## src/rtl/brpred_pkg.sv

```systemverilog
// Shared types and the 2-bit saturating counter rule for the branch prediction PHT scheduler.
package brpred_pkg;

    localparam int unsigned BRPRED_IDX_W = 5;

    typedef logic [1:0] ctr2_t;

    typedef enum logic [1:0] {
        StInit,
        StIdle,
        StUpdWr
    } sched_state_e;

    typedef struct packed {
        logic [BRPRED_IDX_W-1:0] idx;
        logic                    taken;
    } upd_entry_t;

    function automatic ctr2_t sat_ctr_upd(ctr2_t ctr, logic taken);
        ctr2_t nxt;
        if (taken) begin
            nxt = (ctr == 2'b11) ? ctr : ctr + 2'd1;
        end else begin
            nxt = (ctr == 2'b00) ? ctr : ctr - 2'd1;
        end
        return nxt;
    endfunction

endpackage

```

## src/rtl/brpred_upd_fifo.sv

```systemverilog
// Update queue for resolved branches: power-of-two depth, wrapping pointers, occupancy count.
module brpred_upd_fifo
    import brpred_pkg::*;
#(
    parameter int unsigned DEPTH   = 4,
    parameter type         entry_t = upd_entry_t
) (
    input  logic                    clk,
    input  logic                    rst,
    input  logic                    push,
    input  entry_t                  push_data,
    input  logic                    pop,
    output entry_t                  head,
    output logic                    full,
    output logic                    empty,
    output logic [$clog2(DEPTH):0]  cnt
);

    localparam int unsigned PTR_W = $clog2(DEPTH);
    localparam logic [PTR_W:0] FULL_CNT = (PTR_W + 1)'(DEPTH);

    entry_t           mem [DEPTH];
    logic [PTR_W-1:0] wr_ptr_q;
    logic [PTR_W-1:0] rd_ptr_q;
    logic [PTR_W:0]   cnt_q;
    logic             do_push;
    logic             do_pop;

    assign full    = (cnt_q == FULL_CNT);
    assign empty   = (cnt_q == '0);
    assign do_push = push & ~full;
    assign do_pop  = pop & ~empty;
    assign head    = mem[rd_ptr_q];
    assign cnt     = cnt_q;

    // Pointers wrap for free because DEPTH is a power of two.
    always_ff @(posedge clk or posedge rst) begin
        if (rst) begin
            wr_ptr_q <= '0;
            rd_ptr_q <= '0;
            cnt_q    <= '0;
        end else begin
            if (do_push) begin
                wr_ptr_q <= wr_ptr_q + 1'b1;
            end
            if (do_pop) begin
                rd_ptr_q <= rd_ptr_q + 1'b1;
            end
            if (do_push && !do_pop) begin
                cnt_q <= cnt_q + 1'b1;
            end else if (do_pop && !do_push) begin
                cnt_q <= cnt_q - 1'b1;
            end
        end
    end

    always_ff @(posedge clk) begin
        if (do_push) begin
            mem[wr_ptr_q] <= push_data;
        end
    end

endmodule

```

## src/rtl/brnch_pred_tbl_upd_sched.sv

```systemverilog
// PHT port scheduler: init sweep, lookup/update arbitration and counter read-modify-write.
// Optional perf counters are enabled by defining BRPRED_PERF_CNT_EN.
module brnch_pred_tbl_upd_sched
    import brpred_pkg::*;
#(
    parameter int unsigned IDX_W          = BRPRED_IDX_W,
    parameter int unsigned UPD_FIFO_DEPTH = 4,
    parameter ctr2_t       INIT_CTR       = 2'b01,
    parameter int unsigned CNT_W          = 32
) (
    input  logic                              clk,
    input  logic                              rst,
    input  logic                              lk_valid,
    input  logic [IDX_W-1:0]                  lk_idx,
    output logic                              lk_ready,
    output logic                              lk_pred_valid,
    output logic                              lk_pred,
    output logic                              stall_fetch,
    input  logic                              upd_valid,
    input  logic [IDX_W-1:0]                  upd_idx,
    input  logic                              upd_taken,
    output logic                              upd_ready,
    output logic [IDX_W-1:0]                  tbl_addr,
    output logic                              tbl_we,
    output logic [1:0]                        tbl_wdata,
    input  logic [1:0]                        tbl_rdata,
    output logic                              init_done,
    output logic [$clog2(UPD_FIFO_DEPTH):0]   upd_cnt
`ifdef BRPRED_PERF_CNT_EN
    ,
    output logic [CNT_W-1:0]                  perf_lookups,
    output logic [CNT_W-1:0]                  perf_updates,
    output logic [CNT_W-1:0]                  perf_stall_cyc
`endif
);

    typedef struct packed {
        logic [IDX_W-1:0] idx;
        logic             taken;
    } entry_t;

    localparam logic [IDX_W-1:0] LAST_IDX = '1;

    sched_state_e     state_q;
    logic [IDX_W-1:0] sweep_ptr_q;
    logic             pred_valid_q;
    logic             init_done_q;

    entry_t push_data;
    entry_t head;
    logic   fifo_full;
    logic   fifo_empty;
    logic   fifo_push;
    logic   fifo_pop;
    logic   lk_accept;
    logic   issue_upd;

    assign upd_ready   = ~fifo_full & init_done_q;
    assign fifo_push   = upd_valid & upd_ready;
    assign push_data   = '{idx: upd_idx, taken: upd_taken};
    assign fifo_pop    = (state_q == StUpdWr);

    assign lk_ready    = (state_q == StIdle) & ~fifo_full;
    assign lk_accept   = lk_valid & lk_ready;
    assign stall_fetch = lk_valid & ~lk_ready;

    // Full queue forces a drain; otherwise lookups win and updates use idle slots.
    assign issue_upd   = (state_q == StIdle) & (fifo_full | (~lk_valid & ~fifo_empty));

    assign lk_pred_valid = pred_valid_q;
    assign lk_pred       = pred_valid_q & tbl_rdata[1];
    assign init_done     = init_done_q;

    brpred_upd_fifo #(
        .DEPTH   (UPD_FIFO_DEPTH),
        .entry_t (entry_t)
    ) u_upd_fifo (
        .clk       (clk),
        .rst       (rst),
        .push      (fifo_push),
        .push_data (push_data),
        .pop       (fifo_pop),
        .head      (head),
        .full      (fifo_full),
        .empty     (fifo_empty),
        .cnt       (upd_cnt)
    );

    // Writes are gated by rst so an asserted reset never corrupts the table.
    always_comb begin
        tbl_addr  = lk_idx;
        tbl_we    = 1'b0;
        tbl_wdata = INIT_CTR;
        unique case (state_q)
            StInit: begin
                tbl_we   = ~rst;
                tbl_addr = sweep_ptr_q;
            end
            StIdle: begin
                if (issue_upd) begin
                    tbl_addr = head.idx;
                end
            end
            StUpdWr: begin
                tbl_we    = ~rst;
                tbl_addr  = head.idx;
                tbl_wdata = sat_ctr_upd(tbl_rdata, head.taken);
            end
            default: ;
        endcase
    end

    always_ff @(posedge clk or posedge rst) begin
        if (rst) begin
            state_q      <= StInit;
            sweep_ptr_q  <= '0;
            pred_valid_q <= 1'b0;
            init_done_q  <= 1'b0;
        end else begin
            pred_valid_q <= lk_accept;
            unique case (state_q)
                StInit: begin
                    sweep_ptr_q <= sweep_ptr_q + 1'b1;
                    if (sweep_ptr_q == LAST_IDX) begin
                        state_q     <= StIdle;
                        init_done_q <= 1'b1;
                    end
                end
                StIdle: begin
                    if (issue_upd) begin
                        state_q <= StUpdWr;
                    end
                end
                StUpdWr: state_q <= StIdle;
                default: state_q <= StInit;
            endcase
        end
    end

`ifdef BRPRED_PERF_CNT_EN
    always_ff @(posedge clk or posedge rst) begin
        if (rst) begin
            perf_lookups   <= '0;
            perf_updates   <= '0;
            perf_stall_cyc <= '0;
        end else begin
            if (lk_accept && (perf_lookups != '1)) begin
                perf_lookups <= perf_lookups + 1'b1;
            end
            if (fifo_pop && (perf_updates != '1)) begin
                perf_updates <= perf_updates + 1'b1;
            end
            if (stall_fetch && (perf_stall_cyc != '1)) begin
                perf_stall_cyc <= perf_stall_cyc + 1'b1;
            end
        end
    end
`else
    logic unused_cnt_w;
    assign unused_cnt_w = ^CNT_W;
`endif

endmodule

```

## config.mk

```make
export PLATFORM = sky130hd
export DESIGN_NAME = brnch_pred_tbl_upd_sched
export DESIGN_NICKNAME = d
export VERILOG_FILES = /design/src/rtl/brpred_pkg.sv /design/src/rtl/brpred_upd_fifo.sv /design/src/rtl/brnch_pred_tbl_upd_sched.sv
export SDC_FILE = /design/constraint.sdc
export NUM_CORES = 1
export LEC_CHECK = 0
export ABC_CLOCK_PERIOD_IN_PS = 4600
export BUFFER_PORTS_ARGS = -buffer_cell sky130_fd_sc_hd__buf_2
export CAP_MARGIN = 20
export CORE_ASPECT_RATIO = 0.7
export CORE_MARGIN = 1.5
export CORE_UTILIZATION = 40
export DETAILED_ROUTE_END_ITERATION = 8
export PLACE_DENSITY = 0.64
export SYNTH_ARGS = -nofsm -noshare
export SYNTH_HDL_FRONTEND = slang
export SYNTH_HIERARCHICAL = 1
export SYNTH_SLANG_ARGS = --single-unit
export TNS_END_PERCENT = 30
```

## constraint.sdc

```tcl
create_clock -name clk -period 4.6 [get_ports clk]
set_input_delay 0.46 -clock clk [delete_from_list [all_inputs] [get_ports clk]]
set_output_delay 0.46 -clock clk [all_outputs]
set_load 0.02 [all_outputs]
```

=== Word level (Yosys, flattened, before mapping) ===
Memories as Yosys holds them, arrays and structs flattened.
Index checks and enable logic that the tools add are counted.

* Reduce and logical (&&, ||, !) cells: 11
* Equal/unequal tests: 7
* $add $sub $neg: 7
* Multiplexer cells: 14
* Bitwise gates (word level): 16

{| class="wikitable"
|+ Operators by type and width
! operator !! count
|-
| 5-bit case mux with 3 select lines || 1
|-
| 2-bit 2-to-1 mux || 6
|-
| 1-bit AND || 10
|-
| 2-bit by 1-bit adder with 2-bit output (second input constant) || 3
|-
| 3-bit 2-to-1 mux || 2
|-
| 2-bit case mux with 3 select lines || 1
|-
| 5-bit by 1-bit adder with 5-bit output (second input constant) || 1
|-
| 5-bit == test (second input constant) || 1
|-
| 5-bit 2-to-1 mux || 1
|-
| 1-bit NOT || 5
|-
| 2-bit == test (second input constant) || 2
|-
| 2-bit zero test || 2
|-
| 2-bit != test (second input constant) || 2
|-
| 2-bit AND reduction || 2
|-
| 3-bit by 1-bit adder with 3-bit output (second input constant) || 1
|-
| 3-bit == test (second input constant) || 1
|-
| 3-bit zero test || 1
|-
| 1-bit 2-to-1 mux || 3
|-
| 3-bit by 1-bit subtractor with 3-bit output (second input constant) || 1
|-
| 2-bit by 1-bit == test with 1-bit output (second input constant) || 1
|-
| 1-bit logical AND || 2
|-
| 1-bit zero test || 2
|-
| 2-bit nonzero test || 1
|-
| 2-bit OR reduction || 1
|-
| 2 further kinds || 2
|}

* Output and inout port bits: 17
* Logic and storage cells: 63
* Register bits after elaboration: 16
* Memory bits (writable): 24
* Memories: 1
* Input bits: 17

{| class="wikitable"
|+ Memories
! memory !! words !! width !! read ports !! clocked after memory_dff !! wr ports !! RTL line !! text
|-
| u_upd_fifo.mem || 4 || 6 || 1 || 0 || 1 || brpred_upd_fifo.sv:22 || <nowiki>entry_t mem [DEPTH];</nowiki>
|}

=== Longest topological paths before layout ===
Gate-level depths: netlist (run 1).

* Depth after elaboration: 9
* Mapped depth: 11
* Mapped depth without buffers: 10

=== Cells and area by module ===
The synthesis (run 1) kept the hierarchy.

{| class="wikitable"
|+ Modules (own cells, without submodules)
! module !! area an instance (µm²) !! cells an instance !! times used !! sequential area each (µm²)
|-
| brpred_upd_fifo || 1307.5 || 68 || 1 || 895.9
|-
| brnch_pred_tbl_upd_sched || 615.6 || 63 || 1 || 225.2
|}

=== Least setup slack after synthesis (run 1) ===
Ideal clock, no wire load.

* Kind: reg-to-reg
* Start: register u_upd_fifo.cnt_q[2] (netlist: u_upd_fifo/cnt[2])
* End: register u_upd_fifo.cnt_q[2] (netlist: u_upd_fifo/cnt[2])
* Stages on the path, launching flop included: 12
* Period minus slack after synthesis: 2.482 ns
* Buffers on the path: 1
* Arrival time: 2.402 ns
* Library setup time: 0.080 ns
* Required time: 4.520 ns
* Setup slack: 2.118 ns
* Cell sequence: dfrtp_1 -> nor3b_4 -> nor2b_1 -> and2_1 -> nor2b_2 -> buf_6 -> ha_1 -> inv_1 -> fa_1 -> xor2_1 -> nor2_1 -> xor2_1

* Longest elaborated chain between the ends: 8
* Elaborated cells on any way between the ends: 17

{| class="wikitable"
|+ RTL lines
! element !! RTL line !! text
|-
| start: declaration || brpred_upd_fifo.sv:25 || <nowiki>logic [PTR_W:0] cnt_q;</nowiki>
|-
| start signal: assignment || brpred_upd_fifo.sv:50 || <nowiki>cnt_q <= cnt_q + 1'b1;</nowiki>
|-
| start signal: assignment || brpred_upd_fifo.sv:52 || <nowiki>cnt_q <= cnt_q - 1'b1;</nowiki>
|-
| 3-bit == test * || brpred_upd_fifo.sv:29 || <nowiki>assign full = (cnt_q == FULL_CNT);</nowiki>
|-
| net fifo_full || brnch_pred_tbl_upd_sched.sv:51 || <nowiki>logic fifo_full;</nowiki>
|-
| 1-bit NOT * || brnch_pred_tbl_upd_sched.sv:58 || <nowiki>assign upd_ready = ~fifo_full & init_done_q;</nowiki>
|-
| 1-bit AND * || brnch_pred_tbl_upd_sched.sv:58 ||
|-
| net upd_ready || brnch_pred_tbl_upd_sched.sv:22 || <nowiki>output logic upd_ready,</nowiki>
|-
| 1-bit AND * || brnch_pred_tbl_upd_sched.sv:59 || <nowiki>assign fifo_push = upd_valid & upd_ready;</nowiki>
|-
| net fifo_push || brnch_pred_tbl_upd_sched.sv:53 || <nowiki>logic fifo_push;</nowiki>
|-
| 1-bit AND * || brpred_upd_fifo.sv:31 || <nowiki>assign do_push = push & ~full;</nowiki>
|-
| net u_upd_fifo.do_push || brpred_upd_fifo.sv:26 || <nowiki>logic do_push;</nowiki>
|-
| 1-bit zero test || brpred_upd_fifo.sv:51 || <nowiki>end else if (do_pop && !do_push) begin</nowiki>
|-
| 1-bit logical AND || brpred_upd_fifo.sv:51 ||
|-
| 2-bit nonzero test (no line) || n/a ||
|}

Mark *: on every way through the listed nets, which the timed path passes. The rest lies on a longest branch. The select of a mux whose other input is x is not followed.
A chain may end at the register's enable or synchronous reset.

==> results.cfg, run 1 <==
[clock_network]
clock_tree.buffer_depth = 2
cts-root-buf = clkbuf_8
htreeDepth = 2
cts_sinks = 40
tritoncts = done
postCtsSetupRepairBufs = 0
ctsHoldBuffers = 0
clock_latency_ns = 0.29
numCtsBuffers = 5
clk_pin_slew_ns = 0.07
cts_resized = 0

[placement]
gp_congestion = 0.694
dp_cells = 214
post_dp_cell_area_um2 = 2120
io_buffers = 33
hpwl_mm = 2.68

[routing]
first_iter_violations = 69
drc = 0
drt_wl_total_mm = 3.47
wire_per_inst_um = 15.6
drt-vias-per-instance = 5.14
ant_nets = 0
vias = 1140
first_pass_iters = 4

[yosys]
ys_warn_count = 6
syn_nets = 156
synthArstFlopShare_pct = 40.0
synthCells = 131
synthFlopType = edfxtp_1
ys_seq_area_share_pct = 58.3
synth_area_um2 = 1920
synth_cell_types = 43
synth-edff-count = 24
synth.avg_cell_area_um2 = 14.7
synth_seq_cells = 40

[cells_and_area]
areaGrowthSynthToFinish_pct = 15.7
antenna_cells = 0
postLayoutCellArea_um2 = 2220
fillCellCount = 405
layoutNonFillerInstCount = 222
drive_gt1_share_pct = 32.9
nets = 191

[sta]
hold_viol = 0
min_period_over_period_pct = 55.5
slew_violations = 0
fin_setup_tns_ns = 0
slew_headroom_pct = 66.8
finalSetupViolations = 0
fmax_mhz = 391
rsz0062_at_grt = false
clock-skew-final_ns = 0.00591
tightest_slew_ns = 0.498
period_needed_ns = 2.55

[die]
die_w_um = 85.9
core_um2 = 4480
row_count = 20
fp.dieArea_um2 = 5240
die_y_um = 61.0
start_util_pct = 42.9
io-pin-count = 34

[power_and_ir_drop]
power_mw = 1.49
ir_worst_vdd_v = 0.000307
p_per_area_nw_per_um2 = 668
p_leak_nw = 0.929

[worst_setup_path]
arrival_ns = 2.09
critPathTopFamily = flip-flops
crit_fanout = 8
cp_slowest_cell = dfrtp_1
slowest_delay_ns = 0.64
required_ns = 4.14
cp-end-kind = output pin
crit_chain = mux4_2, a211o_1, o221a_1, buf_2
startpoint_type = flop
worstSetupPathType = flop to output pin
critical_path_buf_inv_count = 1

[global_routing]
grt_pass1_wl_mm = 5.58
grt_max_degree = 14
grtUsageTotal_pct = 14.9
antenna_found_initial = 0
grt_pass1_vias = 1158
overflow = 0

[flow_run]
cap_violations = 0

[hold_path]
hp-class = primary input to async pin

[outcome]
status = complete, no violations
==> metal layers <==
layer / vias up / part of all wire [%] / global-route usage (%)
met5: - / 0 / 0
met4: 0 / 1.1 / 6.22
met3: 5 / 4.1 / 4.29
met2: 21 / 49 / 25.1
met1: 568 / 45 / 18.8
li1: 546 / - / -
==> layout make-up <==
type                            instances  area [um^2]  area share [%]
Tap cell                               55         68.8            3.09
Clock buffer                            5         68.8            3.09
Timing Repair Buffer                   33          165            7.42
Multi-Input combinational cell         77          729            32.8
Clock inverter                          3         37.5            1.69
Inverter                                9         33.8            1.52
Sequential cell                        40         1120            50.4
==> sequential cells by signal, summed over array words and instances (netlist names) <==
| signal | count |
|---|---|
| lk_pred_valid | 1 |
| u_upd_fifo/wr_ptr_q | 2 |
| init_done | 1 |
| state_q | 2 |
| u_upd_fifo/cnt | 3 |
| u_upd_fifo/rd_ptr_q | 2 |
| u_upd_fifo/mem | 24 |
| sweep_ptr_q | 5 |
==> metrics by stage <==
step                      hold slack, ns  worst slack, ns  util (%)
after floorplan                    0.263             2.12         -
final                              0.122             2.05      49.7
after CTS                          0.121             2.01      49.7
after detailed placement           0.434             2.24      47.3
after global placement             0.429             2.30      47.3
after global routing               0.134             1.90      49.7
==> path summary, 6_finish.rpt <==
check | to | depth (start not counted) | startpoint | slack (ns)
max in group asynchronous | init_done | 2 | rst | 4.19
hold reg to reg | init_done | 1 | init_done | 0.51
hold / removal | u_upd_fifo/rd_ptr_q[1] | 2 | rst | 0.12
setup reg to reg | u_upd_fifo/cnt[2] | 10 | u_upd_fifo/cnt[2] | 2.24
min in group clk | u_upd_fifo/mem[2][5] | 1 | upd_idx[4] | 0.39
setup / recovery | tbl_addr[3] | 4 | u_upd_fifo/rd_ptr_q[0] | 2.05
==> cell usage in the layout, fill, tap and decap left out, types with 5 or more instances in the layout <==
cell type and n:
inv_1 8, buf_2 33, ha_1 7, dfrtp_1 16
clkbuf_8 5, mux4_2 6, xnor2_1 6, edfxtp_1 24
nor2_1 6
==> where the power goes <==
group,switching (mW),internal (mW),total (mW)
Clock,0.113,0.158,0.271
Combinational,0.307,0.302,0.609
Sequential,0.124,0.483,0.607
==> cell usage after synthesis, types with 3 or more instances <==
library cell  number  area (um^2)
and2_1             3         18.8
nor2_1             6         22.5
ha_1               7         87.6
and2_2             4         30.0
mux4_2             6          135
edfxtp_1          24          721
xor2_1             3         26.3
a211o_1            4         35.0
o221a_1            4         45.0
nor2b_1            4         25.0
inv_1              8         30.0
dfrtp_1           16          400
xnor2_1            6         52.6
==> worst reg2reg max path: cells and delay by family, from the launching register on <==
family,cells,cell delay (ns)
and+or+nand+nor,5,0.88
DFF,1,0.42
xor gates and xnor gates,2,0.31
buffers and inverters,1,0.06
adders and majority gates,2,0.62
==> kinds of logic (layout without fill, tap and decap cells) <==
family | Yosys count | after routing | share of synthesized area, %
multiplexers | 11 | 11 | 10.1
buffers and inverters | 14 | 50 | 3.77
adder cells (fa/ha/maj) | 8 | 8 | 5.60
flip-flops | 40 | 40 | 58.3
AO/OA/AOI/OAI | 17 | 17 | 7.42
XOR/XNOR | 9 | 9 | 4.10
AND/OR/NAND/NOR | 32 | 32 | 10.7
No activity file was read; power rests on OpenSTA's default activity.
==> run 2: changes to the inputs <==
- ABC_CLOCK_PERIOD_IN_PS: 4600 -> 2180
- PLACE_DENSITY: 0.64 -> 0.67
- clock period: 4.6 -> 2.18 ns (I/O delays scaled with it)
==> run 2 against run 1 <==
Global-route usage is 0.27 points higher. Clock power is 120% higher. Highest routed layer unchanged. Clock skew is 0.0050 ns higher. Hold slack better by 0.021 ns. Die area stayed put. Worst setup slack worse by 2.0 ns. Flip-flop and latch count stayed put. Critical endpoint is now tbl_addr[0]. Count of clock-buffer cells in the layout stayed put. Wire length is 5.8% higher.
==> results.cfg, run 2 (synthesized netlist as in run 1, its figures left out) <==
[outcome]
status = complete, no violations

[worst_setup_path]
worstSetupPathType = flop to output pin
crit_fanout = 6
reg2reg_slack_ns = 0.13
critical_path_buf_inv_count = 1
cp_slowest_cell = mux4_2
startpoint_type = flop
arrival_ns = 1.89
slowest_delay_ns = 0.56
required_ns = 1.96
critPathTopFamily = multiplexers
cp-end-kind = output pin
crit_chain = mux4_2, a211o_1, o221a_1, buf_4

[cells_and_area]
top_register = u_upd_fifo/mem
final_common_cell = buf_2
drive_gt1_share_pct = 45.0
areaGrowthSynthToFinish_pct = 25.3
antenna_cells = 0
nets = 204
layoutNonFillerInstCount = 235
largest_reg_flops = 24
postLayoutCellArea_um2 = 2410
layout_common_cells = buf_2, edfxtp_1, dfrtp_1

[die]
die_y_um = 61.0
die_w_um = 85.9
io-pin-count = 34
fp.dieArea_um2 = 5240
row_count = 20
core_um2 = 4480
start_util_pct = 42.9

[routing]
drt_wl_total_mm = 3.67
drc = 0
vias = 1195
drt-vias-per-instance = 5.09
ant_nets = 0
first_iter_violations = 71
first_pass_iters = 4
wire_per_inst_um = 15.6

[placement]
gp_congestion = 0.746
dpl_worst_slack_ns = -0.0366
dp_cells = 221
io_buffers = 33
post_dp_cell_area_um2 = 2190
hpwl_mm = 2.76

[global_routing]
busiest_layer = met2
grt_max_degree = 15
met1_usage_pct = 18.9
grt_pass1_wl_mm = 5.78
grtUsageTotal_pct = 15.2
grtUsageMet3_pct = 4.16
grt_pass1_vias = 1180
met2_usage_pct = 26.3
antenna_found_initial = 0
overflow = 0

[sta]
hold_slack_ns = 0.143
clock-skew-final_ns = 0.0109
fin_ws_ns = 0.0680
min_period_over_period_pct = 96.9
tightest_slew_ns = 0.370
hold_viol = 0
slew_headroom_pct = 75.3
period_needed_ns = 2.11
rsz0062_at_grt = true
finalSetupViolations = 0
fmax_mhz = 473
fin_setup_tns_ns = 0
slew_violations = 0

[flow_run]
cap_violations = 0

[clock_network]
tritoncts = done
htreeDepth = 2
clock_latency_ns = 0.29
numCtsBuffers = 5
cts-root-buf = clkbuf_8
cts_sinks = 40
clk_pin_slew_ns = 0.08
clock_tree.buffer_depth = 2

[power_and_ir_drop]
p_leak_nw = 1.02
ir_worst_vdd_v = 0.000767
p_per_area_nw_per_um2 = 1430

[hold_path]
hp-class = primary input to flop
## run 2: cell count changes in the layout (fill, tap and decap cells not counted), sizes merged
| cell | previous run | this run |
|---|---|---|
| buf | 33 | 45 |
| dlygate4sd3 | 0 | 1 |
## run 2: worst reg2reg max path: stages (launching register included)
cell and delay, ns:
dfrtp_2 0.47, nor3b_4 0.28, nor2b_4 0.06, and2_1 0.14
nor2b_4 0.13, ha_4 0.16, inv_2 0.05, fa_1 0.39
mux2_2 0.27
## run 2: worst paths after layout
| kind | cells after the start | from | to |
|---|---|---|---|
| max | 4 | u_upd_fifo/rd_ptr_q[0] | tbl_addr[0] |
| max in group asynchronous | 3 | rst | lk_pred_valid |
| min in group asynchronous | 3 | rst | u_upd_fifo/cnt[1] |
| max reg2reg | 8 | u_upd_fifo/cnt[1] | u_upd_fifo/cnt[1] |
| min reg2reg | 1 | sweep_ptr_q[3] | sweep_ptr_q[3] |
| min | 1 | upd_idx[1] | u_upd_fifo/mem[1][2] |
## run 2: layout make-up
cell class              instances  area, um^2
multi-input cells              77         790
repair buffers                 46         275
clock inverters                 3        47.5
well taps                      55        68.8
fillers                       377        2070
flip-flops and latches         40        1130
clock buffers                   5        68.8
inverters                       9        33.8
## run 2: repair_timing
action	CTS	global route
gates resized for setup	6	6
hold buffers	1	0
setup endpoints to repair	8	8
hold endpoints to repair	16	0
pin swaps	2	5
buffers inserted	0	6
## run 2: per-layer routing
layer / vias up / part of all wire (%)
met1: 595 / 45
met5: - / 0
met3: 4 / 3.6
li1: 573 / -
met2: 23 / 51
met4: 0 / 1.1
## run 2: power breakdown
group | total (mW) | switching, mW | internal (mW) | leakage, nW
combinational | 1.62 | 0.791 | 0.825 | 0.551
sequential | 1.23 | 0.205 | 1.03 | 0.407
clock | 0.606 | 0.262 | 0.345 | 0.0583
total | 3.45 | 1.26 | 2.20 | 1.02
## run 2: metrics by stage
stage | utilization [%] | total power, mW
final | 53.8 | 3.45
after global routing | 53.8 | 3.67
after CTS | 52.3 | 3.37
after detailed placement | 49.0 | 2.73
after global placement | 49.0 | 2.64
after floorplan | - | 2.30
